==> src/rtl/seq_rec_param.sv <==
`default_nettype none
// ============================================================================
// seq_rec_param : runtime-configurable serial pattern recogniser, match counter
// Rev 1.0
// ============================================================================
module seq_rec_param #(
  parameter int                 MAX_LEN = 8,
  parameter int                 CNT_W   = 8,
  parameter logic [MAX_LEN-1:0] DEF_PAT = MAX_LEN'(8'b00000101),
  parameter int                 DEF_LEN = 3
) (
  input  logic               CLK,
  input  logic               nRESET,
  input  logic               X,
  input  logic               X_VALID,
  input  logic               CFG_WE,
  input  logic [MAX_LEN-1:0] CFG_PAT,
  input  logic [4:0]         CFG_LEN,
  input  logic               CFG_OVL,
  input  logic               CNT_CLR,
  output logic               Z,
  output logic [CNT_W-1:0]   MATCH_CNT,
  output logic               CNT_SAT
);

  localparam logic [4:0]       C_MAX_LEN = 5'(MAX_LEN);
  localparam logic [CNT_W-1:0] C_CNT_MAX = '1;
  localparam logic [CNT_W-1:0] C_CNT_ONE = CNT_W'(1);

  logic [MAX_LEN-1:0] pat_q, pat_d;
  logic [MAX_LEN-1:0] hist_q, hist_d;
  logic [4:0]         len_q, len_d;
  logic [4:0]         fill_q, fill_d;
  logic               ovl_q, ovl_d;
  logic               z_q, z_d;
  logic [CNT_W-1:0]   cnt_q, cnt_d;

  logic [MAX_LEN-1:0] hist_shift;
  logic [MAX_LEN-1:0] len_mask;
  logic [4:0]         fill_inc;
  logic               sample;
  logic               match;

  // Match is evaluated on the post-shift history; only the low LEN bits count.
  always_comb begin
    sample     = X_VALID & ~CFG_WE;
    hist_shift = {hist_q[MAX_LEN-2:0], X};
    fill_inc   = (fill_q >= C_MAX_LEN) ? C_MAX_LEN : fill_q + 5'd1;
    len_mask   = '0;
    for (int i = 0; i < MAX_LEN; i++) begin
      len_mask[i] = (5'(i) < len_q);
    end
    match = sample && (len_q != 5'd0) && (fill_inc >= len_q) &&
            (((hist_shift ^ pat_q) & len_mask) == '0);
  end

  always_comb begin
    pat_d  = pat_q;
    len_d  = len_q;
    ovl_d  = ovl_q;
    hist_d = hist_q;
    fill_d = fill_q;
    cnt_d  = cnt_q;
    z_d    = match;
    if (CFG_WE) begin
      pat_d  = CFG_PAT;
      len_d  = (CFG_LEN > C_MAX_LEN) ? C_MAX_LEN : CFG_LEN;
      ovl_d  = CFG_OVL;
      fill_d = 5'd0;
    end else if (X_VALID) begin
      hist_d = hist_shift;
      fill_d = (match && !ovl_q) ? 5'd0 : fill_inc;
    end
    // A clear coinciding with a match leaves that match counted.
    if (CNT_CLR) begin
      cnt_d = match ? C_CNT_ONE : '0;
    end else if (match && (cnt_q != C_CNT_MAX)) begin
      cnt_d = cnt_q + C_CNT_ONE;
    end
  end

  always_ff @(posedge CLK or negedge nRESET) begin
    if (!nRESET) begin
      pat_q  <= DEF_PAT;
      len_q  <= 5'(DEF_LEN);
      ovl_q  <= 1'b1;
      hist_q <= '0;
      fill_q <= 5'd0;
      z_q    <= 1'b0;
      cnt_q  <= '0;
    end else begin
      pat_q  <= pat_d;
      len_q  <= len_d;
      ovl_q  <= ovl_d;
      hist_q <= hist_d;
      fill_q <= fill_d;
      z_q    <= z_d;
      cnt_q  <= cnt_d;
    end
  end

  assign Z         = z_q;
  assign MATCH_CNT = cnt_q;
  assign CNT_SAT   = &cnt_q;

endmodule
`default_nettype wire

==> config.mk <==
export PLATFORM = sky130hd
export DESIGN_NAME = seq_rec_param
export DESIGN_NICKNAME = d
export VERILOG_FILES = /design/src/rtl/seq_rec_param.sv
export SDC_FILE = /design/constraint.sdc
export NUM_CORES = 1
export LEC_CHECK = 0
export ABC_AREA = 1
export BUFFER_PORTS_ARGS = -buffer_cell sky130_fd_sc_hd__buf_2
export CAP_MARGIN = 20
export CORE_ASPECT_RATIO = 1.25
export CORE_UTILIZATION = 50
export DETAILED_ROUTE_END_ITERATION = 7
export PLACE_DENSITY = 0.73
export SLEW_MARGIN = 15
export SYNTH_ARGS = -nofsm -noshare
export SYNTH_HDL_FRONTEND = slang
export SYNTH_SLANG_ARGS = --single-unit
==> constraint.sdc <==
create_clock -name CLK -period 3.2 [get_ports CLK]
set_clock_uncertainty 0.2 [all_clocks]
set_input_delay 0.16 -clock CLK [delete_from_list [all_inputs] [get_ports CLK]]
set_output_delay 0.16 -clock CLK [all_outputs]
set_load 0.005 [all_outputs]
==> run_results.csv <==
group,metric,value,unit
route,ant_nets,0,
critical_path,max_stage_delay,0.43,ns
outcome,outcome,"completed",
timing,worst_pin_slew,0.777,ns
grt,grt_overflow,0,
synthesis,avgSynthCellArea,7.75,sq um
floorplanning,fp.dieArea,4400,sq um
floorplanning,fp-row-count,25,
clocking,ctsResizeCount,0,
synthesis,synth_edf_count,0,
floorplanning,die_h,73.9,microns
critical_path,cp-end-kind,"flop",
timing,finalSetupViolCount,0,
placed_design,port_buffers,29,
critical_path,cpMaxStageDelayCell,"dfrtp_1",
synthesis,synth_area_leader_cell,"dfrtp_1",
grt,grt_pass1_vias,1695,
grt,grt_pass1_wl,6890,microns
hold_path,holdCritPathClass,"input port to flop",
synthesis,synthFlopType,"dfrtp_1",
synthesis,synth.most_common_cell,"nand2_1",
route,vias,1764,
timing,setup_ws,0.914,ns
synthesis,syn_nets,295,
synthesis,netlist.area_leader.share,36.3,%
critical_path,cp_common_cell,"nand2_1",
timing,rsz0062_at_grt,"no",
final_layout,diodes,0,
critical_path,r2r_slack,0.91,ns
timing,final_hold_viol_count,0,
clocking,clock_path_buffers,2,
clocking,clock-sinks,35,
pwr,peakVddDrop,0.350,mV
clocking,clk_latency,0.29,ns
route,drt_iter0_markers,55,
route,detail_route.vias_per_cell,4.78,
synthesis,netlist-cell-type-count,31,
pwr,powerDensity,425,nW/um^2
synthesis,synth_area,2070,sq um
route,dr.pass1.iters,4,
final_layout,layout.nets,342,
final_layout,drive_above_1_share,21.6,%
floorplanning,die_x,59.5,microns
final_layout,syn2layout_area_growth,21.8,%
synthesis,yosysWarningCount,0,
critical_path,critPathKind,"flop to flop",
grt,grt_start_max_net_pins,36,
critical_path,r2r-end,"MATCH_CNT[5]",
route,drc_errors,0,
clocking,cts_root_buf,"clkbuf_8",
placed_design,dp_hpwl,2790,microns
flow_run,drv_cap,0,
synthesis,netlist_top_cells_count,"nand2_1 (84), inv_1 (35), dfrtp_1 (30)",
floorplanning,initial_core_util,53.4,%
synthesis,synthesis.instances,267,
clocking,path_clk_slew,0.07,ns
placed_design,pre_cts_ws,0.922,ns
route,wl_per_cell,10.7,microns
clocking,cts_tree,"yes",
route,wl,3950,microns
critical_path,setup.worst_path.start_class,"flop",
timing,period_minus_slack,2.29,ns
critical_path,cp_cell_sequence,"ha_1 -> xnor2_1 -> nor2_1 -> ha_1 -> nand2_1 -> inv_1 -> nand2_1 -> nand2_1 -> nand2_1 -> a21oi_4 -> nand4_4 -> nand2_4 -> nand2_1 -> nand2_1",
clocking,cts_made_buffers,5,
critical_path,cp_max_fo,9,
grt,antenna_found_initial,0,
timing,slew-limit-headroom,48.2,%
hold_path,hold_depth,6,
timing,fin_crit_sh,71.4,%
critical_path,critPathRequiredTime,3.23,ns
floorplanning,core,3880,sq um
synthesis,ys_ff_latch,35,
clocking,h-tree-depth,2,
placed_design,gp_congestion,0.823,
timing,setup_tns,0,ns
synthesis,seq_area_frac_synth,42.6,%
timing,maxSlewViolCount,0,
grt,grtUsageTotal,21.3,%
pwr,power,1.07,mW
critical_path,arrival,2.32,ns
pwr,leakagePower,1.33,nW
timing,fmax,437,MHz
synthesis,async_flop_share,100,%
hold_path,min_to,"len_q[0]",
hold_path,min-delay-start,"CFG_LEN[3]",
synthesis,ys_top_cells_by_area,"dfrtp_1 (36%), nand2_1 (15%), dfstp_2 (6.3%)",
floorplanning,io_pins,30,
critical_path,reg2reg_from,"fill_q[0]",
critical_path,ff2ff_path_depth,14,
==> metrics by stage <==
stage / instances / hold WS [ns] / util, % / instance area, sq um
after global placement: 345 / 0.0760 / 58.3 / 2260
final: 369 / 0.00629 / 65.0 / 2520
after global routing: 369 / 0.0512 / 65.0 / 2520
after detailed placement: 345 / 0.0803 / 58.3 / 2260
after floorplan: 267 / -0.336 / - / 2070
after CTS: 369 / 0.00275 / 65.0 / 2520
==> power by group <==
group	leakage, nW	internal [mW]	switching (mW)	total (mW)
registers	0.443	0.479	0.0254	0.504
logic	0.833	0.0837	0.125	0.209
clock network	0.0515	0.196	0.160	0.357
==> cells by family after synthesis <==
logic type      count (synthesis)  share of synthesized area (%)
fa+ha+maj                       8                           4.84
xor+xnor                        4                           1.69
simple gates                  150                           35.5
compound gates                 25                           6.77
other cells                     1                          0.181
flops                          35                           42.6
buf+inv                        44                           8.34
==> flip-flops by register name (all words and copies together), names as in the netlist <==
name / cells
fill_q: 5
Z: 1
hist_q: 7
ovl_q: 1
len_q: 5
MATCH_CNT: 8
pat_q: 8
==> layer usage <==
metal  up-vias  share of wire [%]  GRT usage [%]
met5         -                  0              0
met3         8                3.2           6.26
met2        32                 51           38.1
li1        920                  -              -
met1       804                 44           23.6
met4         0                1.9           8.53
==> critical path: cells and delay by family, from the launching register on <==
family,cells,cell delay [ns]
AND/OR/NAND/NOR,9,0.74
flip-flops,1,0.43
AO/OA/AOI/OAI,1,0.16
buffers and inverters,1,0.05
adder cells (fa/ha/maj),2,0.52
XOR/XNOR,1,0.14
==> worst max path at each step <==
stage	from	endpoint	slack, ns	cells past startpoint
floorplan	fill_q[0]	fill_q[0]	1.10	15
global placement	fill_q[0]	fill_q[1]	0.99	15
detailed placement	fill_q[0]	fill_q[0]	0.92	15
CTS	fill_q[0]	fill_q[0]	0.90	15
global route	fill_q[0]	MATCH_CNT[0]	0.73	15
finish	fill_q[0]	MATCH_CNT[5]	0.91	14
==> layout by cell type, fill, tap and decap left out, drive strengths merged <==
cell	count
nand2	95
xor2	1
nor3	1
clkbuf	8
o41ai	1
nand3	25
o21ai	19
inv	38
nor3b	3
nor2	22
dfrtp	30
dfstp	5
xnor2	3
or2	1
nand4	3
a21oi	5
ha	8
dlygate4sd3	16
conb	1
buf	30
==> layout make-up <==
cell class,count,area (sq um)
clock buffers,8,100
flip-flops and latches,35,882
well taps,54,67.6
repair buffers,46,313
multi-input cells,188,1010
inverters,38,143
fillers,378,1360
==> what timing repair did <==
action                    in CTS  in global routing
hold endpoints to repair      48                  0
hold buffers                  16                  0
buffers inserted               0                  0
Note: power is estimated with default switching activity, not from simulation.
